<file path="src/rtl/mult_acc_ctrl.sv">
// Frame dot-product sequencer around an external 8x8 combinational multiplier.
// Define MAC_SAT_EN to make the accumulator saturate instead of wrapping.
module mult_acc_ctrl #(
  parameter int ACC_W = 24,
  parameter int CNT_W = 8
) (
  input  logic             clk,
  input  logic             rst_n,
  input  logic             clr,
  input  logic             in_valid,
  output logic             in_ready,
  input  logic [7:0]       in_a,
  input  logic [7:0]       in_b,
  input  logic             in_last,
  output logic [7:0]       mul_a,
  output logic [7:0]       mul_b,
  input  logic [15:0]      mul_p,
  output logic             out_valid,
  input  logic             out_ready,
  output logic [ACC_W-1:0] out_sum,
  output logic [CNT_W-1:0] out_count,
  output logic             out_ovf
);

  typedef enum logic [1:0] {ACCUM, FINAL, HOLD} state_t;

  state_t             state, state_nxt;
  logic               rdy_en;
  logic               op_vld, op_last;
  logic [ACC_W-1:0]   acc, acc_add;
  logic [CNT_W-1:0]   cnt, cnt_inc;
  logic               ovf, carry, take;
  logic [ACC_W:0]     sum_ext;

  // rdy_en keeps in_ready low until the first edge after reset release
  always_comb begin
    state_nxt = state;
    in_ready  = 1'b0;
    case (state)
      ACCUM: begin
        in_ready = rdy_en;
        if (in_valid && rdy_en && in_last) state_nxt = FINAL;
      end
      FINAL:   state_nxt = HOLD;
      HOLD:    if (out_ready) state_nxt = ACCUM;
      default: state_nxt = ACCUM;
    endcase
    if (clr) state_nxt = ACCUM;
  end

  always_ff @(posedge clk or negedge rst_n) begin
    if (!rst_n) state <= ACCUM;
    else        state <= state_nxt;
  end

  assign take    = in_valid && in_ready && !clr;
  assign sum_ext = {1'b0, acc} + {{(ACC_W-15){1'b0}}, mul_p};
  assign carry   = sum_ext[ACC_W];
  assign cnt_inc = (&cnt) ? cnt : cnt + CNT_W'(1);

`ifdef MAC_SAT_EN
  assign acc_add = carry ? {ACC_W{1'b1}} : sum_ext[ACC_W-1:0];
`else
  assign acc_add = sum_ext[ACC_W-1:0];
`endif

  always_ff @(posedge clk or negedge rst_n) begin
    if (!rst_n) begin
      rdy_en    <= 1'b0;
      mul_a     <= '0;
      mul_b     <= '0;
      op_vld    <= 1'b0;
      op_last   <= 1'b0;
      acc       <= '0;
      cnt       <= '0;
      ovf       <= 1'b0;
      out_valid <= 1'b0;
      out_sum   <= '0;
      out_count <= '0;
      out_ovf   <= 1'b0;
    end else begin
      rdy_en <= 1'b1;
      if (clr) begin
        op_vld    <= 1'b0;
        op_last   <= 1'b0;
        acc       <= '0;
        cnt       <= '0;
        ovf       <= 1'b0;
        out_valid <= 1'b0;
      end else begin
        op_vld <= take;
        if (take) begin
          mul_a   <= in_a;
          mul_b   <= in_b;
          op_last <= in_last;
        end
        // last product is folded straight into the result, not into acc
        if (op_vld && op_last) begin
          out_sum   <= acc_add;
          out_count <= cnt_inc;
          out_ovf   <= ovf | carry;
          out_valid <= 1'b1;
          acc       <= '0;
          cnt       <= '0;
          ovf       <= 1'b0;
        end else if (op_vld) begin
          acc <= acc_add;
          cnt <= cnt_inc;
          ovf <= ovf | carry;
        end
        if (state == HOLD && out_ready) out_valid <= 1'b0;
      end
    end
  end

endmodule

</file>
<file path="config.mk">
export PLATFORM = sky130hd
export DESIGN_NAME = mult_acc_ctrl
export DESIGN_NICKNAME = d
export VERILOG_FILES = /design/src/rtl/mult_acc_ctrl.sv
export SDC_FILE = /design/constraint.sdc
export NUM_CORES = 1
export LEC_CHECK = 0
export ABC_CLOCK_PERIOD_IN_PS = 6100
export CORE_ASPECT_RATIO = 0.5
export CORE_MARGIN = 2
export CORE_UTILIZATION = 28
export CTS_CLUSTER_SIZE = 8
export DETAILED_ROUTE_END_ITERATION = 10
export PLACE_DENSITY = 0.51
export SYNTH_ARGS = -nofsm -noshare
export SYNTH_HDL_FRONTEND = slang
export SYNTH_SLANG_ARGS = --single-unit
</file>
<file path="constraint.sdc">
create_clock -name clk -period 6.1 [get_ports clk]
set_input_delay 1.22 -clock clk [delete_from_list [all_inputs] [get_ports clk]]
set_output_delay 1.22 -clock clk [all_outputs]
set_load 0.03 [all_outputs]
</file>
# Word level (Yosys, flattened, before mapping)
# Cells that the tools add are included.
[word_totals] reg_bits=88 inputBits=38 out_inout_bits=51 word_cells=57
[classes] add_sub_neg=2 eq_ne=4 n_mux=21 n_bitwise=2 reduce_logical=15
[ops] op="$mux W24" count=3
[ops] op="$mux W8" count=4
[ops] op="$add A24 B16 Y25" count=1
[ops] op="$mux W1" count=10
[ops] op="$add A8 B1 Y8 const B" count=1
[ops] op="$reduce_and A8 Y1" count=1
[ops] op="$logic_and A1 B1 Y1" count=6
[ops] op="$mux W2" count=3
[ops] op="$ne A3 B3 Y1 const B" count=2
[ops] op="$pmux W2 S3" count=1
[ops] op="$reduce_and A2 Y1" count=3
[ops] op="$reduce_bool A3 Y1" count=2
[ops] op="$eq A2 B1 Y1 const B" count=1
[ops] op="$eq A2 B2 Y1 const B" count=1
[ops] op="$logic_not A2 Y1" count=1
[ops] op="$reduce_bool A2 Y1" count=1
[ops] op="$logic_not A1 Y1" count=1
[ops] op="$not A1 Y1" count=1
[ops] op="$or A1 B1 Y1" count=1

# Longest topological paths before layout
# Gate-level depths: netlist of run 1.
[depth] word_depth=6 mapped_depth=10 ltp_nobuf=10

# Worst setup path before layout of run 1
# No wires, ideal clock.
[synth_timing] kind="in2reg" startpoint="input mul_p[0]" endpoint="register out_sum[12]" setup_time_ps=131 arrival_time_ps=3241 required_time_ps=5969 path_slack_ps=2728 path_stages=10 path_buffers=0 path_cell_list="ha_1 -> inv_1 -> fa_1 -> nor2b_4 -> o211a_1 -> o21a_2 -> or4_4 -> a31oi_4 -> nor3_1 -> or3_1"
[synth_via] elab_chain_len=1
[synth_rtl] element="start, declared" line="17" rtl="input logic [15:0] mul_p,"
[synth_rtl] element="$add A24 B16 Y25" line="57" rtl="assign sum_ext = {1'b0, acc} + {{(ACC_W-15){1'b0}}, mul_p};"
[synth_rtl] element="end signal, assigned" line="78" rtl="out_sum <= '0;"
[synth_rtl] element="end signal, assigned" line="99" rtl="out_sum <= acc_add;"
[synth_rtl] element="end, declared" line="20" rtl="output logic [ACC_W-1:0] out_sum,"
# No other way between the ends.
# A chain may end at the register's enable or synchronous reset.

# Final worst setup path of run 1
[layout_timing] startpoint="input mul_p[0]" endpoint="register acc[18]"
[layout_via] elab_chain_len=4
[layout_rtl] element="$add A24 B16 Y25" line="57"
[layout_rtl] element="$mux W24" line="106" rtl="end else if (op_vld) begin"
[layout_rtl] element="$mux W24" line="98" rtl="if (op_vld && op_last) begin"
[layout_rtl] element="$mux W24" line="83" rtl="if (clr) begin"
[layout_rtl] element="end signal, assigned" line="86" rtl="acc <= '0;"
[layout_rtl] element="end signal, assigned" line="103" rtl="acc <= '0;"
[layout_rtl] element="end signal, assigned" line="107" rtl="acc <= acc_add;"
[layout_rtl] element="end, declared" line="30" rtl="logic [ACC_W-1:0] acc, acc_add;"
# No other way between the ends. The select of a mux whose other input is x is not followed.

==> reports/metrics.csv, run 1 <==
stage,metric,value,unit
placed_design,Post-DP HPWL,8020,um
sta,fin crit period,3800,ps
detailed_routing,Routed Antenna Nets,0,
global_routing,largest net degree at the start of global routing,71,
detailed_routing,WL final,11400,um
yosys,asr flop ratio synth,100,%
global_routing,initial antenna violation count,0,
detailed_routing,Vias,3716,
sta,Final TNS setup,0,ps
layout,Ant. Diodes,0,
power,pwr/cell area,263,nW/um^2
clock_tree,Post-CTS Setup Bufs,0,
worst_hold_path,hold crit path type,register to register,
die,die area,17500,sq um
die,I/O pins,89,
placed_design,dpl ws,1960,ps
clock_tree,CTS Buf Count,9,
clock_tree,clock slew seen by the registers of the worst setup and hold paths,70,ps
die,chip height,94.5,um
detailed_routing,Via density,4.68,
power,total chip power,1.58,mW
clock_tree,H-Tree Depth,3,
clock_tree,clk buf depth,2,
critical_path,WP data required,6360,ps
global_routing,total gr overflow,0,
status,outcome,finished clean,
sta,Layout Skew,9.59,ps
layout,Util after Layout,37.1,%
yosys,Synth area leader,dfrtp_1,
sta,Slew @ Worst Pin,930,ps
placed_design,placed cells,780,
power,worst vdd ir,0.128,mV
critical_path,Slowest cell on crit path,or4_1,
sta,RSZ-0062 raised after global routing,false,
layout,share of layout cells above drive strength 1,8.11,%
sta,Slew headroom,38.0,%
yosys,"Distinct cells, synth",58,
global_routing,first-pass GRT wire length,18600,um
die,Initial Util,28.3,%
yosys,Post-Syn Area,4590,sq um
power,Pleak,2.53,nW
yosys,Area contributors post-synth,"dfrtp_1, o21ai_0, nand2_1",
yosys,"Top FF cell, synth",dfrtp_1,
die,Die W,185,um
yosys,synthesized flop and latch total,88,
critical_path,crit-path cells,clkdlybuf4s50_1 -> ha_1 -> inv_1 -> fa_1 -> nor2b_4 -> o211a_1 -> o21ai_0 -> a211oi_1 -> o21ai_1 -> or4_1 -> nand3_1,
clock_tree,CTS tree,built,
sta,Final Hold Viols,0,
yosys,Gate Count Post-Synth,485,
detailed_routing,drt initial violations,156,
critical_path,CP Launch Type,primary input,
yosys,Avg Inst Size Synth,9.46,sq um
layout,final std cells w/o fill,794,
critical_path,crit path max fanout,7,
global_routing,number of global-route vias before repair,3643,
layout,"commonest non-fill, non-tap cell in the layout",dfrtp_1,
global_routing,Overall Global Routing Usage,13.7,%
sta,FMAX,0.263,GHz
layout,area grow syn2layout,30.8,%
critical_path,critical path arrival,4060,ps
sta,final setup vio count,0,
placed_design,port bufs,88,
placed_design,Routability Congestion,0.807,
sta,count of pins over their slew limit,0,
clock_tree,total clock sinks,88,
detailed_routing,DRT Pass-1 Iters,4,
clock_tree,CTS Root Cell,clkbuf_16,
sta,final worst path period share,62.2,%
layout,fin nets,620,
detailed_routing,# DRC,0,
die,num rows,33,
clock_tree,hold_buf cts,0,
yosys,Syn Nets,541,
sta,setup ws final,2300,ps
critical_path,Setup crit end kind,register,
yosys,Post-synth EDFFs,0,
die,Placeable Area,16200,sq um
detailed_routing,WL/cell,14.3,um
yosys,register area share after synthesis,48.0,%
layout,"commonest non-fill, non-tap cells in the layout","dfrtp_1, clkdlybuf4s50_1, nand2_1, o21ai_0, a21oi_1",
yosys,post-synth top area share,48.0,%
yosys,Ys Warns,0,
critical_path,Crit Path Category,primary input to register,
flow_run,maxcap violations,0,
clock_tree,post-cts resize count,0,
critical_path,crit-path max cell delay,510,ps
clock_tree,Skew-Pair Late Insertion Delay,340,ps
-- cell families (layout without fill, tap and decap cells) --
family          after synthesis  in the layout  synth area share (%)
fa+ha+maj                    18             18                  5.07
compound gates              136            136                  17.8
mux                          21             21                  5.07
flops                        88             88                  48.0
simple gates                163            163                  16.6
other cells                   1              1                0.0817
xor+xnor                     23             23                  4.39
buf+inv                      35            117                  3.00
-- metal layers --
metal / wire length (um) / up-vias / global-route usage [%] / part of all wire [%]
met3: 494 / 5 / 3.97 / 4.3
li1: - / 1869 / - / -
met4: 80 / 0 / 3.37 / 0.70
met2: 5120 / 63 / 21.5 / 45
met5: 0 / - / 0 / 0
met1: 5690 / 1779 / 18.5 / 50
-- synthesized netlist by cell type (all sizes together), types with 5 or more instances --
master and instances:
clkbuf 19, mux2 18, ha 17, inv 9
xor2 11, o21a 6, and3 5, nand3 15
and2 5, a31oi 6, a21oi 29, nand2 77
dfrtp 88, nor3 9, o21ai 64, xnor2 12
nor2 27, buf 6
-- report_power, final --
group          switching, mW  internal, mW
logic                  0.187         0.146
clock network          0.222         0.366
registers             0.0262         0.630
-- critical path: cells and delay by family --
| kind | cells | cell delay [ps] |
|---|---|---|
| adders and majority gates | 2 | 600 |
| buffers and inverters | 2 | 520 |
| and+or+nand+nor | 3 | 750 |
| AOI/OAI and AO/OA | 4 | 970 |
-- final timing paths --
kind | to | slack [ps] | start | depth (start not counted)
max | acc[18] | 2300 | mul_p[0] | 11
min reg2reg | out_valid | 470 | state[1] | 1
max reg2reg | acc[18] | 3300 | acc[0] | 10
max in group asynchronous | acc[9] | 4150 | rst_n | 2
min in group asynchronous | mul_a[2] | 740 | rst_n | 1
min | out_valid | 470 | state[1] | 1
-- final cells by class --
class                   count  area (sq um)
fillers                  1691         10200
multi-input cells         362          2250
flip-flops and latches     88          2200
repair buffers             93           916
well taps                 227           284
clock buffers              11           243
clock inverters             3          67.6
inverters                  10          37.5
-- per-stage QoR --
step	hold slack, ps	cell area, sq um
2_1_floorplan	437	4590
3_3_place_gp	455	5690
3_5_place_dp	469	5690
4_1_cts	474	6000
5_1_grt	490	6000
6_report	472	6000
-- state kept, by name, indices dropped and copies added (netlist names), 2 cells and up --
register	count
state	2
out_sum	24
mul_b	8
acc	24
mul_a	8
out_count	8
cnt	8
Power figures use the tool's default switching activity.
==> run 2, diff against run 1 <==
--- a/config.mk
+++ b/config.mk
@@ -5,7 +5,7 @@
 export SDC_FILE = /design/constraint.sdc
 export NUM_CORES = 1
 export LEC_CHECK = 0
-export ABC_CLOCK_PERIOD_IN_PS = 6100
+export ABC_CLOCK_PERIOD_IN_PS = 3800
 export CORE_ASPECT_RATIO = 0.5
 export CORE_MARGIN = 2
 export CORE_UTILIZATION = 28
==> constraint.sdc (replaced) <==
create_clock -name clk -period 3.8 [get_ports clk]
set_input_delay 0.76 -clock clk [delete_from_list [all_inputs] [get_ports clk]]
set_output_delay 0.76 -clock clk [all_outputs]
set_load 0.03 [all_outputs]
==> run 2 against run 1 <==
Flip-flop and latch count unchanged. Worst setup slack worse by 1700 ps. Sequential power up 60%. Sequential share of layout area down 0.061 points. Highest routed layer unchanged. Die area unchanged. Combinational power up 62%. Largest cell class unchanged. Wire length up 3.0%. Power up 54%. Final cell count up 1.1%.
==> reports/metrics.csv, run 2 (same netlist as run 1, synthesis figures left out) <==
stage,metric,value,unit,change
sta,Slew @ Worst Pin,673,ps,was 930 ps
detailed_routing,DRT Pass-1 Iters,4,,unchanged
critical_path,Slowest cell on crit path,or4_1,,unchanged
placed_design,port bufs,88,,unchanged
layout,Finished Cell Area,6010,sq um,was 6000 sq um
critical_path,CP Buf/Inv Count,3,,was 2
critical_path,CP Launch Type,primary input,,unchanged
placed_design,placed cell area,5740,sq um,was 5690 sq um
critical_path,FF-to-FF path depth,10,,unchanged
critical_path,Setup crit end kind,register,,unchanged
placed_design,dpl ws,306,ps,was 1960 ps
die,num rows,33,,unchanged
die,Placeable Area,16200,sq um,unchanged
layout,area grow syn2layout,31.0,%,was 30.8%
sta,count of pins over their slew limit,0,,unchanged
sta,FMAX,0.315,GHz,
critical_path,Crit Path Category,primary input to register,,unchanged
die,die area,17500,sq um,unchanged
critical_path,critical path's top delay family,simple AND/OR/NAND/NOR gates,,was compound AO/OA/AOI/OAI gates
worst_hold_path,hold crit path type,primary input to async pin,,was register to register
layout,FILL cells,1675,,was 1691
sta,Layout Skew,9.56,ps,was 9.59 ps
die,Initial Util,28.3,%,unchanged
clock_tree,CTS Root Cell,clkbuf_16,,unchanged
sta,RSZ-0062 raised after global routing,false,,unchanged
global_routing,largest net degree at the start of global routing,50,,was 71
power,worst vdd ir,0.161,mV,was 0.128 mV
power,Pleak,2.55,nW,was 2.53 nW
critical_path,r2r startpoint,acc[0],,unchanged
sta,final worst path period share,83.6,%,
critical_path,WP data required,4070,ps,was 6360 ps
sta,Slew headroom,55.1,%,was 38.0%
critical_path,crit path max fanout,7,,unchanged
sta,final setup vio count,0,,unchanged
critical_path,crit-path cells,clkdlybuf4s50_1 -> ha_1 -> inv_1 -> fa_1 -> nor2b_4 -> o211a_1 -> o21ai_0 -> a211oi_1 -> buf_4 -> o21ai_1 -> or4_1 -> nand3_1,,was clkdlybuf4s50_1 -> ha_1 -> inv_1 -> fa_1 -> nor2b_4 -> o211a_1 -> o21ai_0 -> a211oi_1 -> o21ai_1 -> or4_1 -> nand3_1
sta,Final TNS setup,0,ps,unchanged
layout,Ant. Diodes,0,,unchanged
clock_tree,clk buf depth,2,,unchanged
power,total chip power,2.42,mW,was 1.58 mW
global_routing,Overall Global Routing Usage,14.4,%,was 13.7%
detailed_routing,WL/cell,14.6,um,was 14.3 um
clock_tree,hold_buf cts,0,,unchanged
clock_tree,H-Tree Depth,3,,unchanged
critical_path,crit path launch,mul_p[0],,unchanged
sta,fin crit period,3180,ps,
layout,"commonest non-fill, non-tap cell in the layout",dfrtp_1,,unchanged
sta,Final Hold Viols,0,,unchanged
sta,setup ws final,624,ps,was 2300 ps
clock_tree,Post-CTS Setup Bufs,0,,unchanged
clock_tree,CTS tree,built,,unchanged
critical_path,crit-path max cell delay,500,ps,was 510 ps
clock_tree,total clock sinks,88,,unchanged
layout,share of layout cells above drive strength 1,9.20,%,was 8.11%
clock_tree,clock slew seen by the registers of the worst setup and hold paths,60,ps,was 70 ps
detailed_routing,# DRC,0,,unchanged
layout,"commonest non-fill, non-tap cells in the layout","dfrtp_1, clkdlybuf4s50_1, nand2_1, o21ai_0, a21oi_1",,unchanged
die,chip height,94.5,um,unchanged
die,Die W,185,um,unchanged
placed_design,Post-DP HPWL,8570,um,was 8020 um
detailed_routing,drt initial violations,218,,was 156
global_routing,number of global-route vias before repair,3923,,was 3643
global_routing,first-pass GRT wire length,20000,um,was 18600 um
status,outcome,finished clean,,unchanged
clock_tree,post-cts resize count,0,,unchanged
placed_design,Routability Congestion,0.824,,was 0.807
detailed_routing,WL final,11700,um,was 11400 um
global_routing,total gr overflow,0,,unchanged
global_routing,initial antenna violation count,0,,unchanged
critical_path,setup slack on the worst flop-to-flop path,1130,ps,was 3300 ps
detailed_routing,Vias,3757,,was 3716
die,I/O pins,89,,unchanged
layout,fin nets,627,,was 620
clock_tree,Skew-Pair Late Insertion Delay,340,ps,about the same
critical_path,worst r2r dst,out_sum[12],,was acc[18]
flow_run,maxcap violations,0,,unchanged
detailed_routing,Routed Antenna Nets,0,,unchanged
clock_tree,CTS Buf Count,9,,unchanged
power,pwr/cell area,403,nW/um^2,was 263 nW/um^2
critical_path,critical path arrival,3450,ps,was 4060 ps
layout,Largest regs,"acc: 24 flops, out_sum: 24 flops",,unchanged
detailed_routing,Via density,4.68,,about the same
[run 2: power by group]
| group | switching (mW) | internal [mW] |
|---|---|---|
| logic | 0.301 | 0.237 |
| registers | 0.0436 | 1.01 |
| clock network | 0.372 | 0.460 |
| total | 0.716 | 1.71 |
[run 2: per-stage QoR]
stage               utilization (%)  std cells  hold slack [ps]
floorplan                         -        485              437
finish                         37.1        803              459
global placement               35.5        787              452
CTS                            37.1        803              470
detailed placement             35.5        787              453
global route                   37.1        803              494
[run 2: how the worst max path moves through the flow]
stage	endpoint	slack, ps	cells past startpoint
floorplan	out_sum[12]	890	10
global placement	acc[20]	300	12
detailed placement	acc[18]	310	12
CTS	acc[18]	640	12
global route	acc[18]	410	12
finish	acc[20]	620	12
[run 2: area by class of cell]
type                       count  area, sq um  share of cell area (%)
sequential                    88         2200                    36.6
multi-input combinational    362         2250                    37.4
clock buffer                  13          250                    4.16
inverter                      10         37.5                   0.624
tap                          227          284                    4.73
timing repair buffer         100          968                    16.1
clock inverter                 3         17.5                   0.291
[run 2: metal layers]
layer  up-vias  share of wire (%)  track usage, %  wire length (um)
met1      1795                 50            19.6              5820
met4         0               0.71            3.64                83
met2        78                 45            23.2              5260
met5         -                  0               0                 0
met3         8                4.9            3.55               571
li1       1876                  -               -                 -
==> run 3, diff against run 2 <==
--- a/config.mk
+++ b/config.mk
@@ -5,7 +5,7 @@
 export SDC_FILE = /design/constraint.sdc
 export NUM_CORES = 1
 export LEC_CHECK = 0
-export ABC_CLOCK_PERIOD_IN_PS = 3800
+export ABC_CLOCK_PERIOD_IN_PS = 3100
 export CORE_ASPECT_RATIO = 0.5
 export CORE_MARGIN = 2
 export CORE_UTILIZATION = 28
==> constraint.sdc (replaced) <==
create_clock -name clk -period 3.1 [get_ports clk]
set_input_delay 0.62 -clock clk [delete_from_list [all_inputs] [get_ports clk]]
set_output_delay 0.62 -clock clk [all_outputs]
set_load 0.03 [all_outputs]
==> run 3 against run 2 <==
Final cell count increased by 2.7%. Clock-buffer cell count decreased by 2. Flip-flop and latch count unchanged. Clock skew increased by 7.2 ps. Clock power increased by 35%. Global-route usage decreased by 0.79 points. First-iteration DRC count decreased by 21%.
==> reports/metrics.csv, run 3 (same netlist as run 1, synthesis figures left out) <==
stage,metric,value,unit,change
status,outcome,finished clean,,unchanged
critical_path,CP Launch Type,primary input,,unchanged
power,pwr/cell area,497,nW/um^2,was 403 nW/um^2
detailed_routing,# DRC,0,,unchanged
die,Placeable Area,16200,sq um,unchanged
global_routing,largest net degree at the start of global routing,63,,was 50
critical_path,critical path's top delay family,simple AND/OR/NAND/NOR gates,,unchanged
layout,Finished Cell Area,6220,sq um,was 6010 sq um
sta,final worst path period share,95.6,%,
power,Logic pwr share,22.0,%,was 22.2%
critical_path,crit-path cells,clkdlybuf4s50_1 -> ha_1 -> inv_1 -> fa_1 -> nor2b_4 -> o211a_1 -> o21ai_0 -> a211oi_1 -> buf_4 -> o21ai_1 -> or4_1 -> nand3_1,,unchanged
clock_tree,CTS Root Cell,clkbuf_16,,unchanged
sta,final setup vio count,0,,unchanged
clock_tree,post-cts resize count,0,,unchanged
critical_path,crit path launch,mul_p[0],,unchanged
power,Pleak,2.68,nW,was 2.55 nW
layout,Util after Layout,38.4,%,was 37.1%
power,worst vdd ir,0.232,mV,was 0.161 mV
critical_path,Slowest cell on crit path,or4_1,,unchanged
sta,Slew headroom,55.1,%,about the same
sta,Final Hold Viols,0,,unchanged
critical_path,crit-path max cell delay,500,ps,about the same
clock_tree,Post-CTS Setup Bufs,0,,unchanged
die,num rows,33,,unchanged
sta,RSZ-0062 raised after global routing,false,,unchanged
detailed_routing,Vias,3866,,was 3757
layout,fin nets,649,,was 627
die,die area,17500,sq um,unchanged
detailed_routing,Routed Antenna Nets,0,,unchanged
power,Clk network pwr share,36.2,%,was 34.3%
placed_design,port bufs,88,,unchanged
critical_path,setup slack on the worst flop-to-flop path,510,ps,was 1130 ps
global_routing,number of global-route vias before repair,3784,,was 3923
global_routing,first-pass GRT wire length,18800,um,was 20000 um
clock_tree,Skew-Pair Late Insertion Delay,340,ps,about the same
layout,Largest regs,"acc: 24 flops, out_sum: 24 flops",,unchanged
power,Net Sw Power,0.893,mW,was 0.716 mW
die,Die W,185,um,unchanged
worst_hold_path,hold crit path type,primary input to async pin,,unchanged
sta,Final TNS setup,0,ps,unchanged
die,I/O pins,89,,unchanged
power,Seq pwr share,41.7,%,was 43.5%
clock_tree,CTS Buf Count,9,,unchanged
global_routing,total gr overflow,0,,unchanged
power,Switching Share,28.9,%,was 29.5%
detailed_routing,Via density,4.69,,was 4.68
sta,count of pins over their slew limit,0,,unchanged
layout,"commonest non-fill, non-tap cells in the layout","dfrtp_1, clkdlybuf4s50_1, nand2_1, o21ai_0, buf_4",,"was dfrtp_1, clkdlybuf4s50_1, nand2_1, o21ai_0, a21oi_1"
detailed_routing,DRT Pass-1 Iters,4,,unchanged
die,chip height,94.5,um,unchanged
clock_tree,H-Tree Depth,3,,unchanged
critical_path,WP data required,3380,ps,was 4070 ps
critical_path,CP Buf/Inv Count,3,,unchanged
clock_tree,CTS tree,built,,unchanged
clock_tree,hold_buf cts,0,,unchanged
sta,fin crit period,2960,ps,
placed_design,placed cells,809,,was 787
layout,"commonest non-fill, non-tap cell in the layout",dfrtp_1,,unchanged
critical_path,crit path max fanout,5,,was 7
sta,FMAX,0.338,GHz,
layout,FILL cells,1676,,was 1675
sta,Slew @ Worst Pin,674,ps,was 673 ps
global_routing,Overall Global Routing Usage,13.7,%,was 14.4%
placed_design,Post-DP HPWL,8140,um,was 8570 um
critical_path,Setup crit end kind,register,,unchanged
critical_path,critical path arrival,3240,ps,was 3450 ps
layout,Ant. Diodes,0,,unchanged
detailed_routing,WL final,11400,um,was 11700 um
placed_design,Routability Congestion,0.824,,about the same
critical_path,FF-to-FF path depth,10,,unchanged
clock_tree,clock slew seen by the registers of the worst setup and hold paths,70,ps,was 60 ps
layout,area grow syn2layout,35.5,%,was 31.0%
critical_path,stages on the worst setup path,12,,unchanged
clock_tree,clk buf depth,2,,unchanged
detailed_routing,WL/cell,13.8,um,was 14.6 um
critical_path,worst r2r dst,out_sum[12],,unchanged
die,Initial Util,28.3,%,unchanged
layout,final std cells w/o fill,825,,was 803
detailed_routing,drt initial violations,172,,was 218
global_routing,initial antenna violation count,0,,unchanged
sta,Layout Skew,16.7,ps,was 9.56 ps
layout,share of layout cells above drive strength 1,12.9,%,was 9.20%
placed_design,placed cell area,5920,sq um,was 5740 sq um
clock_tree,total clock sinks,88,,unchanged
critical_path,Setup crit end,acc[20],,unchanged
critical_path,Crit Path Category,primary input to register,,unchanged
flow_run,maxcap violations,0,,unchanged
critical_path,r2r startpoint,acc[0],,unchanged
power,Int Power,2.20,mW,was 1.71 mW
run 3: cell types whose count changed in the layout (fill, tap and decap cells not counted):
cell,change
clkinvlp_4,-1
bufinv_16,+1
buf_12,+1
clkbuf_1,-2
buf_4,+21
inv_6,+1
clkinv_2,+1
run 3: area by class of cell:
type / instances / area, sq um / area share [%]
sequential: 88 / 2200 / 35.4
multi-input combinational: 362 / 2250 / 36.2
inverter: 10 / 37.5 / 0.604
clock inverter: 5 / 53.8 / 0.865
tap: 227 / 284 / 4.57
clock buffer: 11 / 243 / 3.90
timing repair buffer: 122 / 1150 / 18.4
run 3: worst min path at each step:
stage                     end      from  slack, ps  cells after the start
finish               mul_a[2]     rst_n        190                      1
global route         mul_a[2]     rst_n        210                      1
CTS                   op_last     rst_n        210                      1
detailed placement  out_valid  state[1]        460                      1
global placement    out_valid  state[1]        450                      1
floorplan              acc[0]     rst_n        320                      0
run 3: power groups by stage:
stage | clock [mW] | sequential, mW | combinational, mW
floorplan | 0 | 1.47 | 0.212
global placement | 0 | 1.31 | 0.686
detailed placement | 0 | 1.31 | 0.687
CTS | 1.15 | 1.29 | 0.691
global route | 1.18 | 1.30 | 0.739
finish | 1.12 | 1.29 | 0.681
run 3: stage by stage:
stage | worst slack (ps) | hold slack, ps | total power [mW]
2_1_floorplan | 328 | 324 | 1.68
3_3_place_gp | -191 | 449 | 2.00
3_5_place_dp | -210 | 457 | 2.00
4_1_cts | 129 | 205 | 3.13
5_1_grt | 0.673 | 212 | 3.23
6_report | 137 | 194 | 3.09
run 3: routing by layer:
metal / vias up / share of wire (%) / wire [um] / track usage [%]
met1: 1875 / 52 / 5860 / 19.0
met5: - / 0 / 0 / 0
li1: 1922 / - / - / -
met2: 59 / 43 / 4910 / 20.9
met4: 0 / 0.86 / 98 / 3.37
met3: 10 / 4.3 / 489 / 3.78
